**src/rtl/dmem_arbiter.sv**
```systemverilog
// Data-RAM port-1 arbiter between CPU and DMA with bursts and zero-latency grant.
// Optional starvation guard: define DMEM_ARB_STARVE_EN.
module dmem_arbiter #(
  parameter int BURST_MAX    = 8,
  parameter int STARVE_LIMIT = 16
) (
  input  logic        clk,
  input  logic        rst_n,
  input  logic        cpu_req,
  input  logic [15:0] cpu_addr,
  input  logic [15:0] cpu_wdata,
  input  logic        cpu_wen,
  output logic        cpu_stall,
  output logic        cpu_rvld,
  output logic [15:0] cpu_rdata,
  input  logic        dma_req,
  input  logic [15:0] dma_addr,
  input  logic [15:0] dma_wdata,
  input  logic        dma_wen,
  input  logic [3:0]  dma_len,
  output logic        dma_gnt,
  output logic        dma_done,
  output logic        dma_rvld,
  output logic [15:0] dma_rdata,
  output logic [15:0] mem_addr,
  output logic [15:0] mem_wdata,
  output logic        mem_wen,
  input  logic [15:0] mem_rdata
);

  typedef enum logic [1:0] {
    IDLE,
    CPU,
    DMA
  } state_e;

  localparam logic [3:0] BMAX = 4'(BURST_MAX);

  if (BURST_MAX < 1 || BURST_MAX > 15 ||
      STARVE_LIMIT < 1 || STARVE_LIMIT > 255) begin : g_bad_param
    $error("dmem_arbiter: parameter out of range");
  end

  state_e      state_q, state_d;
  logic [3:0]  cnt_q, cnt_d;
  logic [3:0]  len_clamp, beat_cnt;
  logic        own_cpu, own_dma, done;
  logic        done_q, forced;
  logic        rd_cpu_q, rd_dma_q;
  logic [15:0] cpu_hold_q, dma_hold_q;

  always_comb begin
    len_clamp = dma_len;
    if (dma_len == 4'd0) begin
      len_clamp = 4'd1;
    end else if (dma_len > BMAX) begin
      len_clamp = BMAX;
    end
  end

  // Grant cycle is the first beat, so it uses the clamped length directly.
  always_comb begin
    own_cpu  = 1'b0;
    own_dma  = 1'b0;
    done     = 1'b0;
    cnt_d    = 4'd0;
    state_d  = IDLE;
    beat_cnt = len_clamp;
    if (rst_n) begin
      if (state_q == DMA && dma_req) begin
        own_dma  = 1'b1;
        beat_cnt = cnt_q;
      end else if (dma_req &&
                   (!cpu_req || (forced && !done_q))) begin
        own_dma = 1'b1;
      end else if (cpu_req) begin
        own_cpu = 1'b1;
      end
      if (own_dma) begin
        done    = (beat_cnt == 4'd1);
        cnt_d   = beat_cnt - 4'd1;
        state_d = done ? IDLE : DMA;
      end else if (own_cpu) begin
        state_d = CPU;
      end
    end
  end

`ifdef DMEM_ARB_STARVE_EN
  logic [7:0] starve_q;

  assign forced = (starve_q >= 8'(STARVE_LIMIT));

  always_ff @(posedge clk) begin
    if (!rst_n) begin
      starve_q <= 8'd0;
    end else if (!dma_req || own_dma) begin
      starve_q <= 8'd0;
    end else if (starve_q != 8'hFF) begin
      starve_q <= starve_q + 8'd1;
    end
  end
`else
  assign forced = 1'b0;
`endif

  always_ff @(posedge clk) begin
    if (!rst_n) begin
      state_q    <= IDLE;
      cnt_q      <= 4'd0;
      done_q     <= 1'b0;
      rd_cpu_q   <= 1'b0;
      rd_dma_q   <= 1'b0;
      cpu_hold_q <= 16'd0;
      dma_hold_q <= 16'd0;
    end else begin
      state_q  <= state_d;
      cnt_q    <= cnt_d;
      done_q   <= done;
      rd_cpu_q <= own_cpu & ~cpu_wen;
      rd_dma_q <= own_dma & ~dma_wen;
      if (rd_cpu_q) cpu_hold_q <= mem_rdata;
      if (rd_dma_q) dma_hold_q <= mem_rdata;
    end
  end

  always_comb begin
    mem_addr  = 16'd0;
    mem_wdata = 16'd0;
    mem_wen   = 1'b0;
    unique case (1'b1)
      own_cpu: begin
        mem_addr  = cpu_addr;
        mem_wdata = cpu_wdata;
        mem_wen   = cpu_wen;
      end
      own_dma: begin
        mem_addr  = dma_addr;
        mem_wdata = dma_wdata;
        mem_wen   = dma_wen;
      end
      default: ;
    endcase
  end

  // Registered read state is masked while reset is held low.
  assign cpu_stall = cpu_req & ~own_cpu & rst_n;
  assign dma_gnt   = own_dma;
  assign dma_done  = done;
  assign cpu_rvld  = rd_cpu_q & rst_n;
  assign dma_rvld  = rd_dma_q & rst_n;
  assign cpu_rdata = !rst_n ? 16'd0 :
                     (rd_cpu_q ? mem_rdata : cpu_hold_q);
  assign dma_rdata = !rst_n ? 16'd0 :
                     (rd_dma_q ? mem_rdata : dma_hold_q);

endmodule

```
**config.mk**
```make
export PLATFORM = sky130hd
export DESIGN_NAME = dmem_arbiter
export DESIGN_NICKNAME = d
export VERILOG_FILES = /design/src/rtl/dmem_arbiter.sv
export SDC_FILE = /design/constraint.sdc
export NUM_CORES = 1
export LEC_CHECK = 0
export CORE_ASPECT_RATIO = 1.5
export CORE_MARGIN = 2
export CORE_UTILIZATION = 35
export CTS_BUF_LIST = sky130_fd_sc_hd__clkbuf_4 sky130_fd_sc_hd__clkbuf_8 sky130_fd_sc_hd__clkbuf_16
export DETAILED_ROUTE_END_ITERATION = 7
export PLACE_DENSITY = 0.81
export SLEW_MARGIN = 5
export SYNTH_ARGS = -nofsm -noshare
export SYNTH_HDL_FRONTEND = slang
export SYNTH_SLANG_ARGS = --single-unit
```
**constraint.sdc**
```tcl
create_clock -name clk -period 5.33 [get_ports clk]
set_input_delay 1.3325 -clock clk [delete_from_list [all_inputs] [get_ports clk]]
set_output_delay 1.3325 -clock clk [all_outputs]
set_load 0.03 [all_outputs]
```
==> results of run 1 <==
[cell type report]
| cell class | count | area share, % |
|---|---|---|
| Clock buffer | 5 | 1.879 |
| Clock inverter | 3 | 0.5125 |
| Inverter | 2 | 0.2050 |
| Multi-Input combinational cell | 131 | 29.28 |
| Sequential cell | 40 | 21.87 |
| Tap cell | 70 | 2.392 |
| Timing Repair Buffer | 161 | 43.87 |
[state kept, by name, summed over array words and instances, names as in the netlist]
register and count:
cpu_hold_q 16, dma_hold_q 16, cnt_q 4, state_q 2
rd_cpu_q 1, rd_dma_q 1
[through the flow]
stage / setup slack [ns] / instances / power, uW / hold slack (ns)
after global placement: 0.7580 / 404 / 552.9 / 0.5111
after global routing: 0.5481 / 412 / 772.8 / 0.5530
final: 0.7056 / 412 / 739.8 / 0.5250
after floorplan: 1.581 / 189 / 428.6 / 0.5803
after CTS: 0.6954 / 412 / 750.9 / 0.5300
after detailed placement: 0.7119 / 404 / 555.8 / 0.5175
[worst max-delay path, stage by stage]
cell and delay [ns]:
sky130_fd_sc_hd__clkdlybuf4s50_1 0.78, sky130_fd_sc_hd__buf_12 0.21, sky130_fd_sc_hd__nand2_1 0.10, sky130_fd_sc_hd__a21oi_2 0.12
sky130_fd_sc_hd__buf_4 0.36, sky130_fd_sc_hd__and3_1 0.22, sky130_fd_sc_hd__buf_4 0.16
[Yosys cell counts, types with 3 or more instances]
cell,instances
sky130_fd_sc_hd__a22o_1,33
sky130_fd_sc_hd__and2_1,3
sky130_fd_sc_hd__buf_2,7
sky130_fd_sc_hd__buf_6,4
sky130_fd_sc_hd__clkbuf_1,3
sky130_fd_sc_hd__dfxtp_1,40
sky130_fd_sc_hd__mux2i_1,33
sky130_fd_sc_hd__nor2_1,3
sky130_fd_sc_hd__nor2b_1,35
[cell families (layout without fill, tap and decap cells)]
family                   after synthesis  after routing
flip-flops                            40             40
multiplexers                          35             35
AND/OR/NAND/NOR                       53             53
buffers and inverters                 18            171
adder cells (fa/ha/maj)                2              2
XOR/XNOR                               1              1
AO/OA/AOI/OAI                         40             40
[worst min-delay path by stage]
stage	start	end	slack (ns)
2_1_floorplan	cnt_q[0]	cnt_q[0]	0.58
5_1_grt	cpu_hold_q[13]	cpu_hold_q[13]	0.55
4_1_cts	cpu_hold_q[3]	cpu_hold_q[3]	0.53
3_3_place_gp	cpu_hold_q[13]	cpu_hold_q[13]	0.51
6_report	cpu_hold_q[3]	cpu_hold_q[3]	0.53
3_5_place_dp	cpu_hold_q[3]	cpu_hold_q[3]	0.52
[routing by layer]
layer	routed length [microns]	up-vias	global-route usage, %	share of wire [%]
met5	0	-	0	0
met4	36	0	4.167	0.60
met3	512	5	5.263	8.5
met2	3223	112	36.82	54
met1	2224	892	19.77	37
li1	-	982	-	-
[power breakdown]
group / internal, uW / leakage (uW) / switching [uW] / total (uW)
clock: 91.1 / 0.0000479 / 101 / 193
combinational: 129 / 0.00103 / 103 / 232
sequential: 308 / 0.000325 / 7.38 / 315
==> impl_results.html, run 1 <==
<table>
<tr><th>Metric</th><th>Value</th></tr>
<tr><th colspan="2">Status</th></tr>
<tr><td>Outcome</td><td>finished clean</td></tr>
<tr><th colspan="2">Floorplan</th></tr>
<tr><td>Site Rows</td><td>33</td></tr>
<tr><td>Core footprint</td><td>about 5500 sq um</td></tr>
<tr><td>DIE AREA</td><td>6308 sq um</td></tr>
<tr><td>Ports</td><td>160</td></tr>
<tr><td>Initial Utilization</td><td>36.18%</td></tr>
<tr><td>Die Y</td><td>around 96 microns</td></tr>
<tr><td>Floorplan die width</td><td>65.52 microns</td></tr>
<tr><th colspan="2">GRT</th></tr>
<tr><td>Total grt overflow</td><td>0</td></tr>
<tr><td>Largest net degree at the start of global routing</td><td>41</td></tr>
<tr><td>Global Route Usage Sum</td><td>18.91%</td></tr>
<tr><td>Number of global-route vias before repair</td><td>2027</td></tr>
<tr><td>Antenna violations before repair</td><td>0</td></tr>
<tr><td>First-pass GRT wire length</td><td>9328 microns</td></tr>
<tr><th colspan="2">Clocking</th></tr>
<tr><td>CTS Root Cell</td><td>sky130_fd_sc_hd__clkbuf_8</td></tr>
<tr><td>Post-CTS setup repair buffer count</td><td>0</td></tr>
<tr><td>Clock Tree Buf Depth</td><td>2</td></tr>
<tr><td>Resize count post-CTS</td><td>0</td></tr>
<tr><td>Total clock buffers created by CTS</td><td>5</td></tr>
<tr><td>Clock-pin slew on the worst setup and hold paths</td><td>0.07 ns</td></tr>
<tr><td># clock sinks</td><td>40</td></tr>
<tr><td>Clock tree from TritonCTS</td><td>built</td></tr>
<tr><td>Number of levels in the clock H-tree</td><td>2</td></tr>
<tr><td>Clock Latency Late Sink</td><td>0.28 ns</td></tr>
<tr><td>Hold Buf Count CTS</td><td>0</td></tr>
<tr><th colspan="2">Synth</th></tr>
<tr><td>Post-synth design cell area</td><td>1987 sq um</td></tr>
<tr><td>Area share of the largest cell type after synthesis</td><td>40.30%</td></tr>
<tr><td>EDFF count, synth</td><td>0</td></tr>
<tr><td>XOR/XNOR share of the synthesized area</td><td>0.4408%</td></tr>
<tr><td>Post-synthesis simple-gate area fraction</td><td>between 10% and 20%</td></tr>
<tr><td>Fraction of registers with async set/reset</td><td>0%</td></tr>
<tr><td>Net Count, Synth</td><td>281</td></tr>
<tr><td>Syn_area_per_cell</td><td>10.51 sq um</td></tr>
<tr><td>Synthesized-area fraction occupied by adder cells</td><td>1.259%</td></tr>
<tr><td>Area fraction in compound gates after synthesis</td><td>17.51%</td></tr>
<tr><td>Sequential element share of the synthesized area</td><td>roughly 40%</td></tr>
<tr><td>Portion of netlist area occupied by mux cells</td><td>17.76%</td></tr>
<tr><td>Number of storage elements in the synthesis netlist</td><td>40</td></tr>
<tr><td>Number of library cell types mapped by synthesis</td><td>30</td></tr>
<tr><td>Largest area contributor in the synthesized netlist</td><td>sky130_fd_sc_hd__dfxtp_1</td></tr>
<tr><td>Number of cells produced by synthesis</td><td>189</td></tr>
<tr><td>Yosys warnings</td><td>0</td></tr>
<tr><td>Flip-flop cell with the highest count after synthesis</td><td>sky130_fd_sc_hd__dfxtp_1</td></tr>
<tr><td>Dominant cells by area after synthesis</td><td>sky130_fd_sc_hd__dfxtp_1, sky130_fd_sc_hd__mux2i_1, sky130_fd_sc_hd__a22o_1</td></tr>
<tr><td>Dominant combinational cell family by area after synthesis</td><td>multiplexers</td></tr>
<tr><th colspan="2">Min path</th></tr>
<tr><td>Worst hold path type</td><td>flip-flop to flip-flop</td></tr>
<tr><td>Hold path depth</td><td>2</td></tr>
<tr><th colspan="2">Setup path</th></tr>
<tr><td>Register-to-register setup slack</td><td>between 3 and 4 ns</td></tr>
<tr><td>Endpoint kind of the worst setup timing path</td><td>output port</td></tr>
<tr><td>Setup crit start</td><td>rst_n</td></tr>
<tr><td>Start of the worst register-to-register path</td><td>state_q[0]</td></tr>
<tr><td>Maximum fanout along the worst path</td><td>40</td></tr>
<tr><td>CP endpoint</td><td>dma_done</td></tr>
<tr><td>Data arrival time of the critical path</td><td>3.29 ns</td></tr>
<tr><td>Required time of the worst setup path</td><td>4.00 ns</td></tr>
<tr><td>Length in cells of the worst reg-to-reg path</td><td>7</td></tr>
<tr><td>Worst flop-to-flop path endpoint</td><td>cnt_q[2]</td></tr>
<tr><td>Critical Path Start Type</td><td>input port</td></tr>
<tr><td>WS Path Type</td><td>input port to output port</td></tr>
<tr><th colspan="2">Final layout</th></tr>
<tr><td>Most common cell after layout, fill and taps aside</td><td>sky130_fd_sc_hd__clkdlybuf4s50_1</td></tr>
<tr><td>Fraction of layout instances using a drive strength above 1</td><td>14.62%</td></tr>
<tr><td>Multi-input gate area</td><td>1072 sq um</td></tr>
<tr><td>Storage element area</td><td>800.8 sq um</td></tr>
<tr><td>Post-route cell area</td><td>between 3000 and 4000 sq um</td></tr>
<tr><td>Antenna diode count</td><td>0</td></tr>
<tr><td>Core Util, Final</td><td>66.69%</td></tr>
<tr><td>Count of filler cells inserted in the layout</td><td>455</td></tr>
<tr><td>Final net count</td><td>433</td></tr>
<tr><td>Area growth from synthesis to final layout</td><td>84.32%</td></tr>
<tr><td>Leading cell types in the layout, fill and taps excluded</td><td>sky130_fd_sc_hd__clkdlybuf4s50_1, sky130_fd_sc_hd__dfxtp_1, sky130_fd_sc_hd__nor2b_1</td></tr>
<tr><th colspan="2">STA</th></tr>
<tr><td>Crit path time final</td><td>4.624 ns</td></tr>
<tr><td>Fin Setup TNS</td><td>0 ns</td></tr>
<tr><td>Setup repair after global routing missed its margin</td><td>no</td></tr>
<tr><td>Highest achievable clock rate</td><td>0.2162 GHz</td></tr>
<tr><td>Number of pins exceeding their max-slew limit in the final report</td><td>0</td></tr>
<tr><td>Final setup fails</td><td>0</td></tr>
<tr><td>Period Utilization, post-route</td><td>roughly 87%</td></tr>
<tr><td>Normalized max-slew margin</td><td>32.68%</td></tr>
<tr><td>Max Clock Skew</td><td>0.007908 ns</td></tr>
<tr><td>Final hold violations</td><td>0</td></tr>
<tr><td>Slew at the pin closest to its max-slew limit</td><td>~1.0 ns</td></tr>
<tr><th colspan="2">Power</th></tr>
<tr><td>Power density over the cells</td><td>202.0 nW/um^2</td></tr>
<tr><td>Static power due to leakage</td><td>0.001401 uW</td></tr>
<tr><td>Worst vdd rail ir drop</td><td>slightly above 100 uV</td></tr>
<tr><th colspan="2">Route</th></tr>
<tr><td>Number of iterations in the first detailed-routing pass</td><td>4</td></tr>
<tr><td>Vias per inst</td><td>4.833</td></tr>
<tr><td>Total vias in the final route</td><td>1991</td></tr>
<tr><td>ANT nets after route</td><td>0</td></tr>
<tr><td>Residual DRC count</td><td>0</td></tr>
<tr><td>Routed WL</td><td>~6000 microns</td></tr>
<tr><td>Wire length per cell after detailed routing</td><td>approximately 15 microns</td></tr>
<tr><td>DRC violation total after the first TritonRoute iteration</td><td>44</td></tr>
<tr><th colspan="2">Placement</th></tr>
<tr><td>Gp weighted congestion</td><td>0.7417</td></tr>
<tr><td>Post-detail-place hpwl</td><td>4879 microns</td></tr>
<tr><td>Total placed instance area</td><td>3575 sq um</td></tr>
<tr><td>Number of I/O port buffers</td><td>159</td></tr>
<tr><th colspan="2">Flow run</th></tr>
<tr><td>Max-Cap Viols</td><td>0</td></tr>
</table>
Power figures use the tool's default switching activity.
==> run 2: changes to the inputs <==
Settings changed: CORE_UTILIZATION 35 to 25, PLACE_DENSITY 0.81 to 0.6, SLEW_MARGIN 5 to not set.
==> run 2 against run 1 <==
Against the previous run: critical path type unchanged; hold slack worse by 0.0040 ns; register-to-register slack about the same; wire length rose by 8.1%; cell count increased by 7.8%; clock-buffer cell count unchanged; global-route usage down 4.1 points; setup slack better by 0.13 ns.
==> impl_results.html, run 2 (synthesized netlist as in run 1, its figures left out) <==
<table>
<tr><th>Metric</th><th>Value</th></tr>
<tr><th colspan="2">Final layout</th></tr>
<tr><td>Number of standard cells in the layout, taps in and fillers out</td><td>444</td></tr>
<tr><td>Fraction of layout instances using a drive strength above 1</td><td>between 10 and 15%</td></tr>
<tr><td>Multi-input gate area</td><td>1072 sq um</td></tr>
<tr><td>Leading cell types in the layout, fill and taps excluded</td><td>sky130_fd_sc_hd__clkdlybuf4s50_1, sky130_fd_sc_hd__dfxtp_1, sky130_fd_sc_hd__nor2b_1</td></tr>
<tr><td>Most common cell after layout, fill and taps aside</td><td>sky130_fd_sc_hd__clkdlybuf4s50_1</td></tr>
<tr><td>Final net count</td><td>433</td></tr>
<tr><td>Area growth from synthesis to final layout</td><td>88.54%</td></tr>
<tr><td>Storage element area</td><td>800.8 sq um</td></tr>
<tr><td>Registers with the most flip-flops</td><td>cpu_hold_q: 16 flops, dma_hold_q: 16 flops, cnt_q: 4 flops</td></tr>
<tr><td>Antenna diode count</td><td>0</td></tr>
<tr><td>Count of filler cells inserted in the layout</td><td>767</td></tr>
<tr><th colspan="2">Placement</th></tr>
<tr><td>Placed instance count</td><td>436</td></tr>
<tr><td>Gp weighted congestion</td><td>0.7961</td></tr>
<tr><td>Post-Place Worst Slack</td><td>0.8288 ns</td></tr>
<tr><td>Number of I/O port buffers</td><td>159</td></tr>
<tr><td>Post-detail-place hpwl</td><td>5098 microns</td></tr>
<tr><th colspan="2">GRT</th></tr>
<tr><td>Largest net degree at the start of global routing</td><td>41</td></tr>
<tr><td>Antenna violations before repair</td><td>0</td></tr>
<tr><td>First-pass GRT wire length</td><td>10180 microns</td></tr>
<tr><td>Global Route Usage Sum</td><td>between 10% and 20%</td></tr>
<tr><td>Total grt overflow</td><td>0</td></tr>
<tr><td>Number of global-route vias before repair</td><td>2037</td></tr>
<tr><th colspan="2">Setup path</th></tr>
<tr><td>Critical Path Start Type</td><td>input port</td></tr>
<tr><td>Cell with the biggest individual delay on the critical path</td><td>sky130_fd_sc_hd__clkdlybuf4s50_1</td></tr>
<tr><td>CP top delay family</td><td>buffers and inverters</td></tr>
<tr><td>WS Path Type</td><td>input port to output port</td></tr>
<tr><td>Maximum fanout along the worst path</td><td>36</td></tr>
<tr><td>Required time of the worst setup path</td><td>4.00 ns</td></tr>
<tr><td>Cell with the most instances on the worst path</td><td>sky130_fd_sc_hd__clkdlybuf4s50_1</td></tr>
<tr><td>Data arrival time of the critical path</td><td>~3.2 ns</td></tr>
<tr><td>Endpoint kind of the worst setup timing path</td><td>output port</td></tr>
<tr><td>Bufs and invs on worst path</td><td>3</td></tr>
<tr><td>Largest stage delay on the critical path</td><td>0.70 ns</td></tr>
<tr><td>Series of cell instances along the critical path</td><td>clkdlybuf4s50_1, buf_4, nand2_1, nor2_1, clkdlybuf4s50_1</td></tr>
<tr><th colspan="2">Power</th></tr>
<tr><td>Total power draw</td><td>835.6 uW</td></tr>
<tr><td>Static power due to leakage</td><td>0.001422 uW</td></tr>
<tr><td>Power density over the cells</td><td>223.1 nW/um^2</td></tr>
<tr><td>Worst vdd rail ir drop</td><td>about 110 uV</td></tr>
<tr><th colspan="2">Floorplan</th></tr>
<tr><td>Site Rows</td><td>39</td></tr>
<tr><td>Initial Utilization</td><td>25.94%</td></tr>
<tr><td>DIE AREA</td><td>approximately 8700 sq um</td></tr>
<tr><td>Core footprint</td><td>~7700 sq um</td></tr>
<tr><td>Ports</td><td>160</td></tr>
<tr><td>Floorplan die width</td><td>76.79 microns</td></tr>
<tr><td>Die Y</td><td>113.2 microns</td></tr>
<tr><th colspan="2">STA</th></tr>
<tr><td>Final setup fails</td><td>0</td></tr>
<tr><td>Highest achievable clock rate</td><td>roughly 0.22 GHz</td></tr>
<tr><td>Fin Setup TNS</td><td>0 ns</td></tr>
<tr><td>Period Utilization, post-route</td><td>84.27%</td></tr>
<tr><td>Number of pins exceeding their max-slew limit in the final report</td><td>0</td></tr>
<tr><td>Crit path time final</td><td>4.492 ns</td></tr>
<tr><td>Setup repair after global routing missed its margin</td><td>no</td></tr>
<tr><td>Final hold violations</td><td>0</td></tr>
<tr><td>Max Clock Skew</td><td>0.006252 ns</td></tr>
<tr><td>Normalized max-slew margin</td><td>approximately 28%</td></tr>
<tr><td>Slew at the pin closest to its max-slew limit</td><td>1.073 ns</td></tr>
<tr><td>Final worst-path setup slack</td><td>0.8385 ns</td></tr>
<tr><th colspan="2">Clocking</th></tr>
<tr><td>Resize count post-CTS</td><td>0</td></tr>
<tr><td>Number of levels in the clock H-tree</td><td>2</td></tr>
<tr><td>Total clock buffers created by CTS</td><td>5</td></tr>
<tr><td>Hold Buf Count CTS</td><td>0</td></tr>
<tr><td>Clock Latency Late Sink</td><td>between 0.2 and 0.3 ns</td></tr>
<tr><td>Post-CTS setup repair buffer count</td><td>0</td></tr>
<tr><td>CTS Root Cell</td><td>sky130_fd_sc_hd__clkbuf_16</td></tr>
<tr><td>Clock tree from TritonCTS</td><td>built</td></tr>
<tr><td>Clock-pin slew on the worst setup and hold paths</td><td>roughly 0.060 ns</td></tr>
<tr><td># clock sinks</td><td>40</td></tr>
<tr><td>Clock Tree Buf Depth</td><td>2</td></tr>
<tr><th colspan="2">Route</th></tr>
<tr><td>Vias per inst</td><td>approximately 4.5</td></tr>
<tr><td>ANT nets after route</td><td>0</td></tr>
<tr><td>Routed WL</td><td>6481 microns</td></tr>
<tr><td>Total vias in the final route</td><td>2019</td></tr>
<tr><td>Residual DRC count</td><td>0</td></tr>
<tr><td>Number of iterations in the first detailed-routing pass</td><td>4</td></tr>
<tr><td>DRC violation total after the first TritonRoute iteration</td><td>36</td></tr>
<tr><td>Wire length per cell after detailed routing</td><td>14.60 microns</td></tr>
<tr><th colspan="2">Status</th></tr>
<tr><td>Outcome</td><td>finished clean</td></tr>
<tr><th colspan="2">Flow run</th></tr>
<tr><td>Max-Cap Viols</td><td>0</td></tr>
<tr><th colspan="2">Min path</th></tr>
<tr><td>Worst hold path type</td><td>flip-flop to flip-flop</td></tr>
</table>
-- run 2: cell counts in the layout (fill, tap and decap cells not counted) --
Identical to the previous run, type by type.
-- run 2: worst reg2reg max path: stages, from the launching register on --
cell	delay, ns
sky130_fd_sc_hd__dfxtp_1	0.34
sky130_fd_sc_hd__and3b_1	0.30
sky130_fd_sc_hd__o31ai_2	0.35
sky130_fd_sc_hd__inv_1	0.08
sky130_fd_sc_hd__ha_1	0.21
sky130_fd_sc_hd__inv_1	0.06
sky130_fd_sc_hd__a211oi_1	0.04
sky130_fd_sc_hd__mux2_1	0.31
-- run 2: power breakdown --
group | internal (uW) | switching (uW)
clock | 172 | 117
combinational | 128 | 102
sequential | 308 | 7.59
total | 609 | 227
-- run 2: layout make-up --
type	count	area share (%)
Tap cell	102	3.407
Sequential cell	40	21.38
Multi-Input combinational cell	131	28.62
Timing Repair Buffer	161	42.55
Inverter	2	0.2004
Clock inverter	3	0.5010
Clock buffer	5	3.340
-- run 2: routing by layer --
metal  routed length [microns]  share of wire, %  vias up  track usage, %
met5                         0                 0        -               0
met2                      3275                51      132           25.61
met3                       640               9.9        6           5.104
met1                      2483                38      905           17.05
met4                        81               1.2        0           4.848
li1                          -                 -      976               -
-- run 2: worst paths after layout --
| check | start | endpoint | slack [ns] | cells past startpoint |
|---|---|---|---|---|
| worst min register to register | cpu_hold_q[2] | cpu_hold_q[2] | 0.52 | 2 |
| worst max register to register | state_q[0] | cnt_q[2] | 3.53 | 7 |
| worst min-delay path | cpu_hold_q[2] | cpu_hold_q[2] | 0.52 | 2 |
| worst max-delay path | rst_n | cpu_stall | 0.84 | 5 |
-- run 2: through the flow --
stage               utilization (%)  instance area (sq um)  hold WS [ns]
finish                        48.90                   3746        0.5210
global route                  48.90                   3746        0.5402
detailed placement            47.02                   3602        0.5178
global placement              47.02                   3602        0.5118
floorplan                         -                   1987        0.5803
CTS                           48.90                   3746        0.5261
==> run 3: changes to the inputs <==
Clock period 5.33 ns to 4.55 ns, I/O delays scaled along.
==> run 3 against run 2 <==
Against the previous run: clock power increased by 17%; clock-buffer cell count unchanged; global-route usage about the same; cell count increased by 0.45%; combinational power increased by 20%; flip-flop and latch count unchanged; critical path type unchanged; via count unchanged; wire length decreased by 1.5%; setup slack got worse by 0.37 ns; first-iteration DRC count increased by 22%; critical path depth increased by 1; sequential share of layout area decreased by 0.071 points.
==> impl_results.html, run 3 (synthesized netlist as in run 1, its figures left out) <==
<table>
<tr><th>Metric</th><th>Value</th></tr>
<tr><th colspan="2">Final layout</th></tr>
<tr><td>Area growth from synthesis to final layout</td><td>89.17%</td></tr>
<tr><td>Post-route cell area</td><td>3759 sq um</td></tr>
<tr><td>Most common cell after layout, fill and taps aside</td><td>sky130_fd_sc_hd__clkdlybuf4s50_1</td></tr>
<tr><td>Number of standard cells in the layout, taps in and fillers out</td><td>446</td></tr>
<tr><td>Antenna diode count</td><td>0</td></tr>
<tr><td>Fraction of layout instances using a drive strength above 1</td><td>15.41%</td></tr>
<tr><td>Registers with the most flip-flops</td><td>cpu_hold_q: 16 flops, dma_hold_q: 16 flops, cnt_q: 4 flops</td></tr>
<tr><td>Final net count</td><td>435</td></tr>
<tr><td>Leading cell types in the layout, fill and taps excluded</td><td>sky130_fd_sc_hd__clkdlybuf4s50_1, sky130_fd_sc_hd__dfxtp_1, sky130_fd_sc_hd__nor2b_1</td></tr>
<tr><th colspan="2">Placement</th></tr>
<tr><td>Gp weighted congestion</td><td>0.8130</td></tr>
<tr><td>Total placed instance area</td><td>3615 sq um</td></tr>
<tr><td>Placed instance count</td><td>438</td></tr>
<tr><td>Number of I/O port buffers</td><td>159</td></tr>
<tr><td>Post-detail-place hpwl</td><td>5134 microns</td></tr>
<tr><td>Post-Place Worst Slack</td><td>about 0.42 ns</td></tr>
<tr><th colspan="2">STA</th></tr>
<tr><td>Slew at the pin closest to its max-slew limit</td><td>0.4447 ns</td></tr>
<tr><td>Crit path time final</td><td>just over 4 ns</td></tr>
<tr><td>Final worst-path setup slack</td><td>0.4716 ns</td></tr>
<tr><td>Normalized max-slew margin</td><td>roughly 70%</td></tr>
<tr><td>Highest achievable clock rate</td><td>0.2452 GHz</td></tr>
<tr><td>Final hold violations</td><td>0</td></tr>
<tr><td>Number of pins exceeding their max-slew limit in the final report</td><td>0</td></tr>
<tr><td>Final setup fails</td><td>0</td></tr>
<tr><td>Setup repair after global routing missed its margin</td><td>no</td></tr>
<tr><td>Period Utilization, post-route</td><td>between 80% and 90%</td></tr>
<tr><td>Max Clock Skew</td><td>about 0.0054 ns</td></tr>
<tr><td>Fin Setup TNS</td><td>0 ns</td></tr>
<tr><th colspan="2">Route</th></tr>
<tr><td>Number of iterations in the first detailed-routing pass</td><td>4</td></tr>
<tr><td>Total vias in the final route</td><td>2019</td></tr>
<tr><td>Residual DRC count</td><td>0</td></tr>
<tr><td>ANT nets after route</td><td>0</td></tr>
<tr><td>DRC violation total after the first TritonRoute iteration</td><td>44</td></tr>
<tr><td>Vias per inst</td><td>around 4.5</td></tr>
<tr><td>Wire length per cell after detailed routing</td><td>14.31 microns</td></tr>
<tr><td>Routed WL</td><td>6383 microns</td></tr>
<tr><th colspan="2">Power</th></tr>
<tr><td>Internal power</td><td>713.2 uW</td></tr>
<tr><td>Static power due to leakage</td><td>approximately 0.0014 uW</td></tr>
<tr><td>Share of power burned in the clock network</td><td>34.5%</td></tr>
<tr><td>Worst vdd rail ir drop</td><td>124.5 uV</td></tr>
<tr><td>Power density over the cells</td><td>259.9 nW/um^2</td></tr>
<tr><td>Part of the total power dissipated in combinational logic</td><td>28.2%</td></tr>
<tr><td>Sw frac</td><td>26.99%</td></tr>
<tr><td>Proportion of power drawn by flip-flops and latches</td><td>37.3%</td></tr>
<tr><td>Net switching power of the design</td><td>263.7 uW</td></tr>
<tr><th colspan="2">Clocking</th></tr>
<tr><td>Post-CTS setup repair buffer count</td><td>0</td></tr>
<tr><td>CTS Root Cell</td><td>sky130_fd_sc_hd__clkbuf_16</td></tr>
<tr><td>Clock tree from TritonCTS</td><td>built</td></tr>
<tr><td># clock sinks</td><td>40</td></tr>
<tr><td>Total clock buffers created by CTS</td><td>5</td></tr>
<tr><td>Clock-pin slew on the worst setup and hold paths</td><td>0.05 ns</td></tr>
<tr><td>Number of levels in the clock H-tree</td><td>2</td></tr>
<tr><td>Clock Tree Buf Depth</td><td>2</td></tr>
<tr><td>Clock Latency Late Sink</td><td>0.28 ns</td></tr>
<tr><td>Hold Buf Count CTS</td><td>0</td></tr>
<tr><td>Resize count post-CTS</td><td>0</td></tr>
<tr><th colspan="2">GRT</th></tr>
<tr><td>Number of global-route vias before repair</td><td>just over 2000</td></tr>
<tr><td>First-pass GRT wire length</td><td>around 10000 microns</td></tr>
<tr><td>Global Route Usage Sum</td><td>14.82%</td></tr>
<tr><td>Antenna violations before repair</td><td>0</td></tr>
<tr><td>Total grt overflow</td><td>0</td></tr>
<tr><td>Largest net degree at the start of global routing</td><td>41</td></tr>
<tr><th colspan="2">Setup path</th></tr>
<tr><td>Data arrival time of the critical path</td><td>2.94 ns</td></tr>
<tr><td>Required time of the worst setup path</td><td>3.41 ns</td></tr>
<tr><td>Endpoint kind of the worst setup timing path</td><td>output port</td></tr>
<tr><td>WS Path Type</td><td>input port to output port</td></tr>
<tr><td>Critical Path Start Type</td><td>input port</td></tr>
<tr><td>Maximum fanout along the worst path</td><td>36</td></tr>
<tr><th colspan="2">Floorplan</th></tr>
<tr><td>Die Y</td><td>113.2 microns</td></tr>
<tr><td>DIE AREA</td><td>8691 sq um</td></tr>
<tr><td>Ports</td><td>160</td></tr>
<tr><td>Initial Utilization</td><td>25.94%</td></tr>
<tr><td>Core footprint</td><td>7661 sq um</td></tr>
<tr><td>Site Rows</td><td>39</td></tr>
<tr><td>Floorplan die width</td><td>76.79 microns</td></tr>
<tr><th colspan="2">Status</th></tr>
<tr><td>Outcome</td><td>finished clean</td></tr>
<tr><th colspan="2">Min path</th></tr>
<tr><td>Worst hold path type</td><td>flip-flop to flip-flop</td></tr>
<tr><th colspan="2">Flow run</th></tr>
<tr><td>Max-Cap Viols</td><td>0</td></tr>
</table>
==> run 3: worst paths after layout <==
check                     start       endpoint  slack [ns]  cells past startpoint
setup / recovery          rst_n   mem_wdata[8]        0.47                      6
hold / removal    dma_hold_q[4]  dma_hold_q[4]        0.52                      2
setup reg to reg     state_q[0]       cnt_q[2]        2.76                      7
hold reg to reg   dma_hold_q[4]  dma_hold_q[4]        0.52                      2
==> run 3: worst max-delay path, stage by stage <==
cell                              delay, ns
sky130_fd_sc_hd__clkdlybuf4s50_1       0.45
sky130_fd_sc_hd__buf_4                 0.28
sky130_fd_sc_hd__nand2_1               0.22
sky130_fd_sc_hd__nor2_8                0.40
sky130_fd_sc_hd__a22o_1                0.29
sky130_fd_sc_hd__buf_12                0.14
==> run 3: final cells by class <==
class / instances / area [sq um]
Fill cell: 753 / 3902
Timing Repair Buffer: 163 / 1607
Multi-Input combinational cell: 131 / 1072
Sequential cell: 40 / 800.8
Tap cell: 102 / 127.6
Clock buffer: 5 / 125.1
Clock inverter: 3 / 18.77
Inverter: 2 / 7.507
==> run 3: power by group through the flow <==
| stage | logic (uW) | registers [uW] | clock network (uW) |
|---|---|---|---|
| detailed placement | 278 | 373 | 0 |
| global route | 294 | 366 | 363 |
| CTS | 279 | 365 | 350 |
| floorplan | 130 | 372 | 0 |
| global placement | 276 | 372 | 0 |
| finish | 275 | 365 | 337 |
==> run 3: metrics by stage <==
stage | power (uW) | hold slack (ns) | utilization [%]
after floorplan | 502.1 | 0.5803 | -
after CTS | 993.6 | 0.5258 | 49.06
after detailed placement | 650.8 | 0.5170 | 47.18
after global placement | 648.8 | 0.5125 | 47.18
after global routing | 1022 | 0.5416 | 49.06
final | 976.9 | 0.5229 | 49.06
==> run 3: routing by layer <==
metal | part of all wire [%] | vias up | GRT usage, %
li1 | - | 987 | -
met1 | 39 | 887 | 17.77
met2 | 50 | 134 | 25.26
met3 | 9.2 | 11 | 4.226
met4 | 1.6 | 0 | 5.091
met5 | 0 | - | 0
